## src/rtl/card_pair_controller_pkg.sv

```systemverilog
// Shared types and helpers for the card pair controller: state encoding,
// move-counter width and timer sizing.
package card_pair_controller_pkg;

  typedef enum logic [3:0] {
    S_IDLE        = 4'd0,
    S_WAIT_FIRST  = 4'd1,
    S_RD_FIRST    = 4'd2,
    S_CAP_FIRST   = 4'd3,
    S_WAIT_SECOND = 4'd4,
    S_RD_SECOND   = 4'd5,
    S_CAP_SECOND  = 4'd6,
    S_COMPARE     = 4'd7,
    S_HOLD        = 4'd8,
    S_WON         = 4'd9
  } state_t;

  localparam int MOVES_W = 8;
  localparam logic [MOVES_W-1:0] MOVES_MAX = '1;

  // A one-cycle hold still needs a 1-bit counter.
  function automatic int timer_width(input int cycles);
    return (cycles > 1) ? $clog2(cycles) : 1;
  endfunction

endpackage

```

## src/rtl/card_pair_controller_hold_timer.sv

```systemverilog
// Loadable down-counter for the mismatch display time; done is asserted
// while running and the count has reached zero.
module card_pair_controller_hold_timer #(
  parameter int WIDTH = 26
) (
  input  logic             clk,
  input  logic             rst,
  input  logic             i_clear,
  input  logic             i_load,
  input  logic [WIDTH-1:0] i_load_val,
  input  logic             i_run,
  output logic             o_done
);

  logic [WIDTH-1:0] r_count;

  always_ff @(posedge clk) begin
    if (rst || i_clear) begin
      r_count <= '0;
    end else if (i_load) begin
      r_count <= i_load_val;
    end else if (i_run && (r_count != '0)) begin
      r_count <= r_count - 1'b1;
    end
  end

  assign o_done = i_run && (r_count == '0);

endmodule

```

## src/rtl/card_pair_controller.sv

```systemverilog
// Gameplay sequencer: accepts card clicks, fetches colours from the external
// colour memory, compares pairs and tracks moves, pairs and the win.
//
// state         | meaning
// S_IDLE        | game not active, counters held
// S_WAIT_FIRST  | waiting for the first card of a pair
// S_RD_FIRST    | colour memory read of first card in flight
// S_CAP_FIRST   | capture first colour
// S_WAIT_SECOND | waiting for the second card of a pair
// S_RD_SECOND   | colour memory read of second card in flight
// S_CAP_SECOND  | capture second colour
// S_COMPARE     | compare the two colours
// S_HOLD        | mismatched pair displayed until the timer expires
// S_WON         | all pairs found, outputs frozen until disabled
module card_pair_controller
  import card_pair_controller_pkg::*;
#(
  parameter int N_CARDS     = 16,
  parameter int IDX_W       = 4,
  parameter int COLOR_W     = 12,
  parameter int SHOW_CYCLES = 65_000_000
) (
  input  logic               clk,
  input  logic               rst,
  input  logic               i_enable,
  input  logic               i_click_valid,
  input  logic [IDX_W-1:0]   i_click_card,
  output logic [IDX_W-1:0]   o_color_addr,
  input  logic [COLOR_W-1:0] i_color_data,
  output logic               o_click_ready,
  output logic [N_CARDS-1:0] o_revealed,
  output logic [N_CARDS-1:0] o_matched,
  output logic [MOVES_W-1:0] o_moves,
  output logic [IDX_W-1:0]   o_pairs,
  output logic               o_game_won
);

  localparam int TIMER_W = timer_width(SHOW_CYCLES);
  localparam logic [TIMER_W-1:0] HOLD_LOAD  = TIMER_W'(SHOW_CYCLES - 1);
  localparam logic [IDX_W-1:0]   PAIRS_ALL  = IDX_W'(N_CARDS / 2);
  localparam logic [IDX_W:0]     CARD_LIMIT = (IDX_W + 1)'(N_CARDS);
  localparam logic [N_CARDS-1:0] ONE_HOT0   = N_CARDS'(1);

  state_t             r_state;
  logic [IDX_W-1:0]   r_first_idx;
  logic [IDX_W-1:0]   r_second_idx;
  logic [COLOR_W-1:0] r_first_color;
  logic [COLOR_W-1:0] r_second_color;
  logic [IDX_W-1:0]   r_color_addr;
  logic               r_click_ready;
  logic [N_CARDS-1:0] r_revealed;
  logic [N_CARDS-1:0] r_matched;
  logic [MOVES_W-1:0] r_moves;
  logic [IDX_W-1:0]   r_pairs;
  logic               r_game_won;

  logic [N_CARDS-1:0] w_click_mask;
  logic [N_CARDS-1:0] w_pair_mask;
  logic               w_in_range;
  logic               w_click_free;
  logic               w_waiting;
  logic               w_accept;
  logic               w_colors_equal;
  logic [IDX_W-1:0]   w_pairs_next;
  logic               w_timer_load;
  logic               w_timer_run;
  logic               w_timer_done;

  // Out-of-range indices shift the one-hot to zero; w_in_range rejects them.
  assign w_click_mask   = ONE_HOT0 << i_click_card;
  assign w_pair_mask    = (ONE_HOT0 << r_first_idx) | (ONE_HOT0 << r_second_idx);
  assign w_in_range     = {1'b0, i_click_card} < CARD_LIMIT;
  assign w_click_free   = ((r_revealed | r_matched) & w_click_mask) == '0;
  assign w_waiting      = (r_state == S_WAIT_FIRST) || (r_state == S_WAIT_SECOND);
  assign w_accept       = i_click_valid && w_waiting && w_in_range && w_click_free;
  assign w_colors_equal = (r_first_color == r_second_color);
  assign w_pairs_next   = r_pairs + 1'b1;
  assign w_timer_load   = (r_state == S_COMPARE) && !w_colors_equal && i_enable;
  assign w_timer_run    = (r_state == S_HOLD);

  card_pair_controller_hold_timer #(
    .WIDTH(TIMER_W)
  ) u_hold_timer (
    .clk       (clk),
    .rst       (rst),
    .i_clear   (!i_enable),
    .i_load    (w_timer_load),
    .i_load_val(HOLD_LOAD),
    .i_run     (w_timer_run),
    .o_done    (w_timer_done)
  );

  always_ff @(posedge clk) begin
    if (rst) begin
      r_state        <= S_IDLE;
      r_first_idx    <= '0;
      r_second_idx   <= '0;
      r_first_color  <= '0;
      r_second_color <= '0;
      r_color_addr   <= '0;
      r_click_ready  <= 1'b0;
      r_revealed     <= '0;
      r_matched      <= '0;
      r_moves        <= '0;
      r_pairs        <= '0;
      r_game_won     <= 1'b0;
    end else if ((r_state != S_IDLE) && !i_enable) begin
      // Abandoned game: hide cards but keep the score visible until restart.
      r_state       <= S_IDLE;
      r_revealed    <= '0;
      r_click_ready <= 1'b0;
      r_game_won    <= 1'b0;
    end else begin
      case (r_state)
        S_IDLE: begin
          if (i_enable) begin
            r_state       <= S_WAIT_FIRST;
            r_revealed    <= '0;
            r_matched     <= '0;
            r_moves       <= '0;
            r_pairs       <= '0;
            r_first_idx   <= '0;
            r_click_ready <= 1'b1;
          end
        end
        S_WAIT_FIRST: begin
          if (w_accept) begin
            r_state       <= S_RD_FIRST;
            r_revealed    <= r_revealed | w_click_mask;
            r_first_idx   <= i_click_card;
            r_color_addr  <= i_click_card;
            r_click_ready <= 1'b0;
          end
        end
        S_RD_FIRST: r_state <= S_CAP_FIRST;
        S_CAP_FIRST: begin
          r_first_color <= i_color_data;
          r_click_ready <= 1'b1;
          r_state       <= S_WAIT_SECOND;
        end
        S_WAIT_SECOND: begin
          if (w_accept) begin
            r_state       <= S_RD_SECOND;
            r_revealed    <= r_revealed | w_click_mask;
            r_second_idx  <= i_click_card;
            r_color_addr  <= i_click_card;
            r_click_ready <= 1'b0;
            if (r_moves != MOVES_MAX) r_moves <= r_moves + 1'b1;
          end
        end
        S_RD_SECOND: r_state <= S_CAP_SECOND;
        S_CAP_SECOND: begin
          r_second_color <= i_color_data;
          r_state        <= S_COMPARE;
        end
        S_COMPARE: begin
          if (w_colors_equal) begin
            r_matched  <= r_matched | w_pair_mask;
            r_revealed <= r_revealed & ~w_pair_mask;
            r_pairs    <= w_pairs_next;
            if (w_pairs_next == PAIRS_ALL) begin
              r_state    <= S_WON;
              r_game_won <= 1'b1;
            end else begin
              r_state       <= S_WAIT_FIRST;
              r_click_ready <= 1'b1;
            end
          end else begin
            r_state <= S_HOLD;
          end
        end
        S_HOLD: begin
          if (w_timer_done) begin
            r_revealed    <= r_revealed & ~w_pair_mask;
            r_click_ready <= 1'b1;
            r_state       <= S_WAIT_FIRST;
          end
        end
        S_WON: r_state <= S_WON;
        default: r_state <= S_IDLE;
      endcase
    end
  end

  assign o_color_addr  = r_color_addr;
  assign o_click_ready = r_click_ready;
  assign o_revealed    = r_revealed;
  assign o_matched     = r_matched;
  assign o_moves       = r_moves;
  assign o_pairs       = r_pairs;
  assign o_game_won    = r_game_won;

endmodule

```

## config.mk

```make
export PLATFORM = sky130hd
export DESIGN_NAME = card_pair_controller
export DESIGN_NICKNAME = d
export VERILOG_FILES = /design/src/rtl/card_pair_controller_pkg.sv /design/src/rtl/card_pair_controller_hold_timer.sv /design/src/rtl/card_pair_controller.sv
export SDC_FILE = /design/constraint.sdc
export NUM_CORES = 1
export LEC_CHECK = 0
export BUFFER_PORTS_ARGS = -buffer_cell sky130_fd_sc_hd__buf_2
export CORE_UTILIZATION = 40
export CTS_BUF_LIST = sky130_fd_sc_hd__clkbuf_2 sky130_fd_sc_hd__clkbuf_4 sky130_fd_sc_hd__clkbuf_8
export DETAILED_ROUTE_END_ITERATION = 10
export HOLD_SLACK_MARGIN = 0.02
export PLACE_DENSITY = 0.58
export SYNTH_ARGS = -nofsm -noshare
export SYNTH_HDL_FRONTEND = slang
export SYNTH_SLANG_ARGS = --single-unit
```

## constraint.sdc

```tcl
create_clock -name clk -period 3.2 [get_ports clk]
set_input_delay 0.16 -clock clk [delete_from_list [all_inputs] [get_ports clk]]
set_output_delay 0.16 -clock clk [all_outputs]
set_load 0.01 [all_outputs]
```

==> results of run 1 <==
cells in the mapped netlist, drive strengths merged (14+ instances only):
library cell and number:
a21oi 55, buf 14, clkbuf 21, dfxtp 112
inv 25, mux2i 17, nand2 66, nand2b 28
nand3 14, nor2 81, nor3 15, nor4 22
o21ai 14, o22ai 23, xnor2 29
cell families (layout without fill, tap and decap cells):
logic type	Yosys count	in the layout	share of synthesized area, %
buffers and inverters	60	132	4.40
AND/OR/NAND/NOR	283	283	26.1
flip-flops	112	112	40.4
XOR/XNOR	42	42	6.63
AO/OA/AOI/OAI	150	150	18.5
multiplexers	17	17	3.07
adder cells (fa/ha/maj)	4	4	0.902
per-layer routing:
metal  part of all wire [%]  wire length [um]  global-route usage (%)
met4                    2.0               299                    8.36
met3                    5.4               810                    3.23
met5                      0                 0                       0
met1                     48              7260                    31.0
met2                     45              6730                    33.8
registers in the layout, summed over array words and instances (netlist names):
name,cells
o_color_addr,4
r_state,4
o_matched,16
r_first_color,12
r_first_idx,4
u_hold_timer.r_count,26
o_pairs,4
r_second_idx,4
o_click_ready,1
o_revealed,16
r_second_color,12
o_moves,8
o_game_won,1
final timing paths:
path                                        from                 to  slack (ps)  cells past startpoint
worst max-delay path                  r_state[2]         o_moves[6]         370                      6
worst min-delay path            i_color_data[11]  r_first_color[11]          30                      3
worst max register to register        r_state[2]         o_moves[6]         370                      6
worst min register to register  r_first_color[4]   r_first_color[4]         480                      2
power by group through the flow:
stage	logic, mW	clock network, mW	registers, mW
floorplan	0.103	0	1.44
global placement	0.166	0	1.44
detailed placement	0.168	0	1.44
CTS	0.178	0.924	1.41
global route	0.195	0.973	1.41
finish	0.179	0.902	1.41
final cells by class:
cell class	count	area [um2]
Inverter	25	93.8
Fill cell	1376	7040
Tap cell	176	220
Sequential cell	112	2240
Timing Repair Buffer	91	536
Clock buffer	13	166
Multi-Input combinational cell	496	3060
Clock inverter	3	40.0
placed cells by master (no fill, tap or decap), types with 4 or more instances in the layout:
cell                              n
sky130_fd_sc_hd__xnor2_1         29
sky130_fd_sc_hd__o21ai_0          8
sky130_fd_sc_hd__a21oi_1         54
sky130_fd_sc_hd__nand3_1         13
sky130_fd_sc_hd__inv_1           25
sky130_fd_sc_hd__xor2_1          13
sky130_fd_sc_hd__nor2b_1          9
sky130_fd_sc_hd__dlygate4sd3_1   10
sky130_fd_sc_hd__buf_2           69
sky130_fd_sc_hd__nand4_1          7
sky130_fd_sc_hd__o22ai_1         23
sky130_fd_sc_hd__o211ai_1         9
sky130_fd_sc_hd__o32ai_1          4
sky130_fd_sc_hd__o31ai_1          5
sky130_fd_sc_hd__mux2i_1         17
sky130_fd_sc_hd__nand2b_1        28
sky130_fd_sc_hd__nor3_1          14
sky130_fd_sc_hd__nor4_1          18
sky130_fd_sc_hd__nand3b_1         5
sky130_fd_sc_hd__nor2_1          81
sky130_fd_sc_hd__clkbuf_8        11
sky130_fd_sc_hd__nand2_1         66
sky130_fd_sc_hd__dfxtp_1        112
sky130_fd_sc_hd__or2_2            6
sky130_fd_sc_hd__and2_1           4
sky130_fd_sc_hd__a221o_1         12
sky130_fd_sc_hd__and3_1           6
sky130_fd_sc_hd__or3_1            4
sky130_fd_sc_hd__buf_4           12
sky130_fd_sc_hd__ha_1             4
sky130_fd_sc_hd__o21ai_1          6
worst min-delay path: stages:
cell                      delay (ps)
sky130_fd_sc_hd__buf_2           110
sky130_fd_sc_hd__nand2_1          50
sky130_fd_sc_hd__a21oi_1          50
stage by stage:
step	power, mW	hold WS [ps]	cell area (um2)	worst slack (ps)
6_report	2.49	34.4	6360	367
5_1_grt	2.58	33.5	6360	136
4_1_cts	2.51	20.6	6360	394
3_5_place_dp	1.61	416	6060	418
3_3_place_gp	1.61	406	6060	537
2_1_floorplan	1.54	296	5550	988
what timing repair did:
| item | in CTS | in global routing |
|---|---|---|
| gates resized for setup | 0 | 0 |
| hold buffers | 10 | 0 |
| endpoints found under the hold margin | 19 | 0 |
| endpoints found under the setup margin | 0 | 0 |
==> impl_metrics.prom, run 1 <==
# TYPE chip_impl_metric gauge
chip_impl_metric{name="cts_setup_buffers",unit=""} 0
chip_impl_info{name="clock_root_buffer_master",value="sky130_fd_sc_hd__clkbuf_8"} 1
chip_impl_metric{name="die_y",unit="um"} 120
chip_impl_metric{name="static_leakage_power",unit="nW"} 2.42
chip_impl_metric{name="grt_start_max_net_pins",unit=""} 48
chip_impl_metric{name="detailedPlacementHpwl",unit="um"} 11000
chip_impl_metric{name="ios",unit=""} 70
chip_impl_metric{name="final.period_utilization",unit="%"} 88.5
chip_impl_metric{name="critPathMaxStageDelay",unit="ps"} 650
chip_impl_info{name="crit_family",value="simple AND/OR/NAND/NOR gates"} 1
chip_impl_metric{name="finalHoldViolations",unit=""} 0
chip_impl_metric{name="insertion_delay",unit="ps"} 390
chip_impl_metric{name="timing_worst_slew_pin_value",unit="ps"} 893
chip_impl_metric{name="postSynth.asyncResetShare",unit="%"} 0
chip_impl_metric{name="total_iterations_of_the_first_detailed_routing_run",unit=""} 5
chip_impl_metric{name="synthCells",unit=""} 668
chip_impl_info{name="hp-class",value="in2reg"} 1
chip_impl_info{name="cells_along_the_critical_path",value="xnor2_1 -> or4b_1 -> a21oi_4 -> nand3_2 -> or2_0 -> o41ai_2"} 1
chip_impl_metric{name="htree_num_levels",unit=""} 3
chip_impl_metric{name="vias_in_the_first_global_route",unit=""} 4861
chip_impl_metric{name="power.combinational.fraction",unit="%"} 7.2
chip_impl_metric{name="worst-path-buf-inv",unit=""} 0
chip_impl_metric{name="drt-total-wl",unit="um"} 15100
chip_impl_metric{name="mappedNetlistArea",unit="um2"} 5550
chip_impl_metric{name="drc_errors",unit=""} 0
chip_impl_info{name="timing.setup.critical_path_class",value="reg2reg"} 1
chip_impl_metric{name="die_width",unit="um"} 120
chip_impl_metric{name="areaGrowthSynthToFinish",unit="%"} 14.6
chip_impl_metric{name="first_pass_grt_wire_length",unit="um"} 25000
chip_impl_metric{name="synth_sequential_area_ratio",unit="%"} 40.4
chip_impl_info{name="rsz_0062_raised_after_global_routing",value="false"} 1
chip_impl_metric{name="power.share.clock",unit="%"} 36.2
chip_impl_metric{name="place.port_buffers",unit=""} 69
chip_impl_info{name="ys_dominant_reg_cell",value="sky130_fd_sc_hd__dfxtp_1"} 1
chip_impl_metric{name="clock_pin_slew_worst_setup_and_hold_paths",unit="ps"} 100
chip_impl_metric{name="timing.max_cap.violations",unit=""} 0
chip_impl_metric{name="worst_clock_skew",unit="ps"} 8.93
chip_impl_metric{name="grt.overflow.total",unit=""} 0
chip_impl_metric{name="rows",unit=""} 42
chip_impl_metric{name="synthesis.nets",unit=""} 692
chip_impl_metric{name="setup_viol",unit=""} 0
chip_impl_metric{name="diodes",unit=""} 0
chip_impl_metric{name="yosys_register_bits",unit=""} 112
chip_impl_metric{name="floorplan.initialDensity",unit="%"} 41.4
chip_impl_metric{name="grt_antenna_before_repair",unit=""} 0
chip_impl_info{name="worst_path_max_delay_cell",value="sky130_fd_sc_hd__or4b_1"} 1
chip_impl_metric{name="postSynthAreaPerCell",unit="um2"} 8.31
chip_impl_metric{name="total_switching_power",unit="uW"} 608
chip_impl_metric{name="seq_power_share",unit="%"} 56.6
chip_impl_metric{name="core_area",unit="um2"} 13400
chip_impl_metric{name="critical_path_arrival",unit="ps"} 3130
chip_impl_metric{name="drive_gt1_share",unit="%"} 16.1
chip_impl_metric{name="tritoncts_num_sinks",unit=""} 112
chip_impl_info{name="tritoncts_clock_tree",value="done"} 1
chip_impl_metric{name="dpl.cell_count",unit=""} 890
chip_impl_info{name="worstSetupEndpointType",value="register"} 1
chip_impl_metric{name="grt_util_all_layers",unit="%"} 22.0
chip_impl_metric{name="final-max-slew-violation-count",unit=""} 0
chip_impl_metric{name="avgRoutedWirePerCell",unit="um"} 16.5
chip_impl_metric{name="synth.lib_cells_used.distinct",unit=""} 64
chip_impl_metric{name="period_needed",unit="ps"} 2830
chip_impl_metric{name="sw_frac_of_total",unit="%"} 24.4
chip_impl_info{name="run_status",value="finished, final reports clean"} 1
chip_impl_metric{name="synth_warnings",unit=""} 0
chip_impl_info{name="netlist_top_cells_area",value="sky130_fd_sc_hd__dfxtp_1 40%, sky130_fd_sc_hd__nor2_1 5.5%, sky130_fd_sc_hd__a21oi_1 4.9%"} 1
chip_impl_metric{name="finalNetCount",unit=""} 759
chip_impl_metric{name="power_density",unit="nW/um2"} 391
chip_impl_metric{name="post_synth_edffs",unit=""} 0
chip_impl_info{name="start_kind",value="register"} 1
chip_impl_info{name="yosysTopAreaCell",value="sky130_fd_sc_hd__dfxtp_1"} 1
chip_impl_metric{name="power.ir.vdd_worst",unit="V"} 0.000187
chip_impl_metric{name="timing.fmax",unit="MHz"} 353
chip_impl_metric{name="tritoncts.num_buffers",unit=""} 9
chip_impl_metric{name="post-route-util",unit="%"} 47.5
chip_impl_metric{name="dieArea",unit="um2"} 14400
chip_impl_metric{name="cp_max_fo",unit=""} 14
chip_impl_metric{name="place_congestion",unit=""} 0.855
chip_impl_metric{name="overall_via_count_from_detail_route",unit=""} 5089
chip_impl_metric{name="post_layout_nonfiller_instances",unit=""} 916
chip_impl_metric{name="detail-route-antenna-nets",unit=""} 0
chip_impl_metric{name="post_drt_via_cell_ratio",unit=""} 5.56
chip_impl_metric{name="post_synth_top_area_share",unit="%"} 40.4
chip_impl_metric{name="worst_slew_margin_rel",unit="%"} 40.4
chip_impl_metric{name="clock_tree.buffer_depth",unit=""} 2
chip_impl_metric{name="cell_internal_pwr",unit="mW"} 1.88
chip_impl_metric{name="cp.required",unit="ps"} 3500
chip_impl_metric{name="drt_first_iter_violations",unit=""} 377
chip_impl_metric{name="final.setup.tns",unit="ps"} 0
Power figures use the tool's default switching activity.
==> inputs of run 2 (changes only) <==
--- a/config.mk
+++ b/config.mk
@@ -6,11 +6,12 @@
 export NUM_CORES = 1
 export LEC_CHECK = 0
 export BUFFER_PORTS_ARGS = -buffer_cell sky130_fd_sc_hd__buf_2
+export CORE_ASPECT_RATIO = 2
 export CORE_UTILIZATION = 40
 export CTS_BUF_LIST = sky130_fd_sc_hd__clkbuf_2 sky130_fd_sc_hd__clkbuf_4 sky130_fd_sc_hd__clkbuf_8
 export DETAILED_ROUTE_END_ITERATION = 10
 export HOLD_SLACK_MARGIN = 0.02
-export PLACE_DENSITY = 0.58
+export PLACE_DENSITY = 0.6
 export SYNTH_ARGS = -nofsm -noshare
 export SYNTH_HDL_FRONTEND = slang
 export SYNTH_SLANG_ARGS = --single-unit
==> constraint.sdc (replaced) <==
create_clock -name clk -period 2.3 [get_ports clk]
set_input_delay 0.115 -clock clk [delete_from_list [all_inputs] [get_ports clk]]
set_output_delay 0.115 -clock clk [all_outputs]
set_load 0.01 [all_outputs]
==> run 2 against run 1 <==
Compared with the run above: flip-flop and latch count is the same; non-clock buffer count up 43; critical path depth grew 2; cell count rose by 2.4%; via count is 3.1% higher; highest routed layer unchanged; die area up 0.20%; sequential power rose by 39%.
==> impl_metrics.prom, run 2 (same netlist as run 1, synthesis figures left out) <==
# TYPE chip_impl_metric gauge
chip_impl_info{name="run_status",value="finished, final reports clean"} 1
chip_impl_metric{name="timing.max_cap.violations",unit=""} 0
chip_impl_info{name="mostFrequentLayoutCell",value="sky130_fd_sc_hd__dfxtp_1"} 1
chip_impl_metric{name="post-route-util",unit="%"} 49.8
chip_impl_metric{name="insertion_delay",unit="ps"} 400
chip_impl_metric{name="drt-total-wl",unit="um"} 15100
chip_impl_metric{name="diodes",unit=""} 0
chip_impl_metric{name="areaGrowthSynthToFinish",unit="%"} 21.2
chip_impl_metric{name="critPathMaxStageDelay",unit="ps"} 640
chip_impl_metric{name="setup_viol",unit=""} 0
chip_impl_metric{name="cp_max_fo",unit=""} 6
chip_impl_metric{name="post_layout_nonfiller_instances",unit=""} 938
chip_impl_metric{name="worst_slew_margin_rel",unit="%"} 41.0
chip_impl_metric{name="clock_pin_slew_worst_setup_and_hold_paths",unit="ps"} 110
chip_impl_metric{name="period_needed",unit="ps"} 2210
chip_impl_info{name="worst_path_max_delay_cell",value="sky130_fd_sc_hd__or4b_1"} 1
chip_impl_info{name="hp-start",value="i_click_card[1]"} 1
chip_impl_metric{name="worst-r2r-setup-slack",unit="ps"} 90
chip_impl_info{name="min_delay_endpoint",value="r_second_idx[1]"} 1
chip_impl_metric{name="grt_antenna_before_repair",unit=""} 0
chip_impl_metric{name="rows",unit=""} 60
chip_impl_info{name="regToRegStartpoint",value="r_state[2]"} 1
chip_impl_metric{name="power.share.clock",unit="%"} 36.7
chip_impl_metric{name="hold-path-cell-count",unit=""} 3
chip_impl_metric{name="total_switching_power",unit="uW"} 926
chip_impl_info{name="clock_root_buffer_master",value="sky130_fd_sc_hd__clkbuf_8"} 1
chip_impl_metric{name="finalHoldViolations",unit=""} 0
chip_impl_info{name="cp_common_cell",value="sky130_fd_sc_hd__buf_4"} 1
chip_impl_metric{name="floorplan.initialDensity",unit="%"} 41.1
chip_impl_metric{name="max_ffs_per_register",unit=""} 26
chip_impl_metric{name="place_congestion",unit=""} 0.906
chip_impl_metric{name="final_cell_area",unit="um2"} 6730
chip_impl_metric{name="ios",unit=""} 70
chip_impl_metric{name="clock_tree.buffer_depth",unit=""} 2
chip_impl_metric{name="total_iterations_of_the_first_detailed_routing_run",unit=""} 5
chip_impl_metric{name="timing_worst_slew_pin_value",unit="ps"} 885
chip_impl_metric{name="static_leakage_power",unit="nW"} 2.63
chip_impl_metric{name="avgRoutedWirePerCell",unit="um"} 16.1
chip_impl_metric{name="grt_start_max_net_pins",unit=""} 31
chip_impl_metric{name="place.port_buffers",unit=""} 69
chip_impl_metric{name="htree_num_levels",unit=""} 3
chip_impl_info{name="start_kind",value="register"} 1
chip_impl_metric{name="die_width",unit="um"} 85.3
chip_impl_metric{name="power_density",unit="nW/um2"} 523
chip_impl_metric{name="sw_frac_of_total",unit="%"} 26.3
chip_impl_metric{name="timing.fmax",unit="MHz"} 453
chip_impl_metric{name="power.ir.vdd_worst",unit="V"} 0.000334
chip_impl_metric{name="cp.required",unit="ps"} 2630
chip_impl_metric{name="cell_internal_pwr",unit="mW"} 2.59
chip_impl_metric{name="drt_first_iter_violations",unit=""} 215
chip_impl_info{name="tritoncts_clock_tree",value="done"} 1
chip_impl_info{name="worst_r2r_endpoint",value="u_hold_timer.r_count[5]"} 1
chip_impl_metric{name="tritoncts_num_sinks",unit=""} 112
chip_impl_info{name="cells_along_the_critical_path",value="buf_4 -> or4b_1 -> nor4_2 -> o31a_1 -> buf_4 -> nand2_1 -> xor2_1 -> a21oi_1"} 1
chip_impl_metric{name="power.combinational.fraction",unit="%"} 7.6
chip_impl_metric{name="finalNetCount",unit=""} 802
chip_impl_metric{name="drc_errors",unit=""} 0
chip_impl_info{name="hp-class",value="in2reg"} 1
chip_impl_info{name="top_library_cells_by_usage_in_the_layout_fill_and_taps_aside",value="112 x sky130_fd_sc_hd__dfxtp_1, 81 x sky130_fd_sc_hd__nor2_1, 69 x sky130_fd_sc_hd__buf_2, 66 x sky130_fd_sc_hd__nand2_1, 54 x sky130_fd_sc_hd__a21oi_1"} 1
chip_impl_metric{name="tritoncts.num_buffers",unit=""} 9
chip_impl_metric{name="post_drt_via_cell_ratio",unit=""} 5.59
chip_impl_metric{name="detailed_place.area",unit="um2"} 6320
chip_impl_metric{name="final.setup.tns",unit="ps"} 0
chip_impl_metric{name="critical_path_arrival",unit="ps"} 2540
chip_impl_metric{name="vias_in_the_first_global_route",unit=""} 5221
chip_impl_metric{name="die_y",unit="um"} 169
chip_impl_metric{name="first_pass_grt_wire_length",unit="um"} 24700
chip_impl_metric{name="drive_gt1_share",unit="%"} 20.9
chip_impl_metric{name="overall_via_count_from_detail_route",unit=""} 5245
chip_impl_metric{name="dieArea",unit="um2"} 14400
chip_impl_metric{name="count_of_cells_along_the_worst_register_to_register_path",unit=""} 8
chip_impl_metric{name="final.period_utilization",unit="%"} 95.9
chip_impl_info{name="register_with_the_most_flip_flops",value="u_hold_timer.r_count"} 1
chip_impl_metric{name="worst_clock_skew",unit="ps"} 13.1
chip_impl_metric{name="core_area",unit="um2"} 13500
chip_impl_metric{name="seq_power_share",unit="%"} 55.7
chip_impl_metric{name="detailedPlacementHpwl",unit="um"} 11500
chip_impl_metric{name="grt_util_all_layers",unit="%"} 21.5
chip_impl_metric{name="final-max-slew-violation-count",unit=""} 0
chip_impl_metric{name="grt.overflow.total",unit=""} 0
chip_impl_info{name="timing.setup.critical_path_class",value="reg2reg"} 1
chip_impl_info{name="worstSetupEndpointType",value="register"} 1
chip_impl_metric{name="dpl.cell_count",unit=""} 908
chip_impl_metric{name="detail-route-antenna-nets",unit=""} 0
-- run 2: cell types whose count changed in the layout (fill, tap and decap cells not counted), moves of 2 or more --
cell / before / now
sky130_fd_sc_hd__dlygate4sd3_1: 10 / 12
sky130_fd_sc_hd__clkinv_4: 0 / 2
sky130_fd_sc_hd__clkbuf_4: 2 / 0
sky130_fd_sc_hd__clkbuf_8: 11 / 9
sky130_fd_sc_hd__clkinv_2: 2 / 0
sky130_fd_sc_hd__clkinv_8: 0 / 3
sky130_fd_sc_hd__buf_4: 12 / 53
-- run 2: timing repair --
action / in CTS / in global routing
hold buffers: 12 / 0
pin swaps: 0 / 3
gates resized for setup: 2 / 6
cloned: 0 / 0
setup endpoints to repair: 12 / 22
endpoints found under the hold margin: 24 / 0
setup buffers: 0 / 2
-- run 2: layout make-up --
type / instances / area (um2)
Fill cell: 1314 / 6790
Multi-Input combinational cell: 496 / 3100
Sequential cell: 112 / 2240
Timing Repair Buffer: 134 / 863
Tap cell: 155 / 194
Clock buffer: 9 / 124
Clock inverter: 7 / 105
Inverter: 25 / 93.8
-- run 2: critical path, delay by kind of cell (launching register included) --
family	cells	cell delay [ps]
and+or+nand+nor	3	990
AOI/OAI and AO/OA	2	390
DFF	1	340
buffers and inverters	2	290
xor gates and xnor gates	1	140
-- run 2: worst max path at each step --
| stage | end | depth (start not counted) | start | slack [ps] |
|---|---|---|---|---|
| 5_1_grt | u_hold_timer.r_count[18] | 11 | u_hold_timer.r_count[0] | -8 |
| 6_report | u_hold_timer.r_count[5] | 8 | r_state[2] | 90 |
| 3_3_place_gp | o_revealed[12] | 8 | u_hold_timer.r_count[0] | 40 |
| 2_1_floorplan | o_revealed[8] | 9 | u_hold_timer.r_count[0] | 90 |
| 4_1_cts | o_revealed[7] | 8 | u_hold_timer.r_count[0] | 8 |
| 3_5_place_dp | o_revealed[3] | 8 | u_hold_timer.r_count[0] | -40 |
-- run 2: power by group through the flow --
stage               Clock (mW)  Sequential, mW  Combinational (mW)
finish                    1.29            1.96               0.267
global route              1.40            1.96               0.289
CTS                       1.34            1.96               0.265
detailed placement           0            2.00               0.248
global placement             0            2.00               0.248
floorplan                    0            2.00               0.144
-- run 2: layer usage --
layer	wire [um]	up-vias	share of wire [%]	track usage (%)
met5	0	-	0	0
met4	679	0	4.5	12.3
met3	492	37	3.3	2.58
met2	8020	123	53	40.6
met1	5900	2484	39	22.4
li1	-	2601	-	-
-- run 2: per-stage QoR --
stage | worst slack (ps) | hold WS, ps | power [mW]
finish | 93.3 | 56.2 | 3.52
global route | -7.85 | 69.6 | 3.65
CTS | 8.14 | 34.1 | 3.56
detailed placement | -40.3 | 375 | 2.25
global placement | 41.2 | 362 | 2.25
floorplan | 87.6 | 251 | 2.15
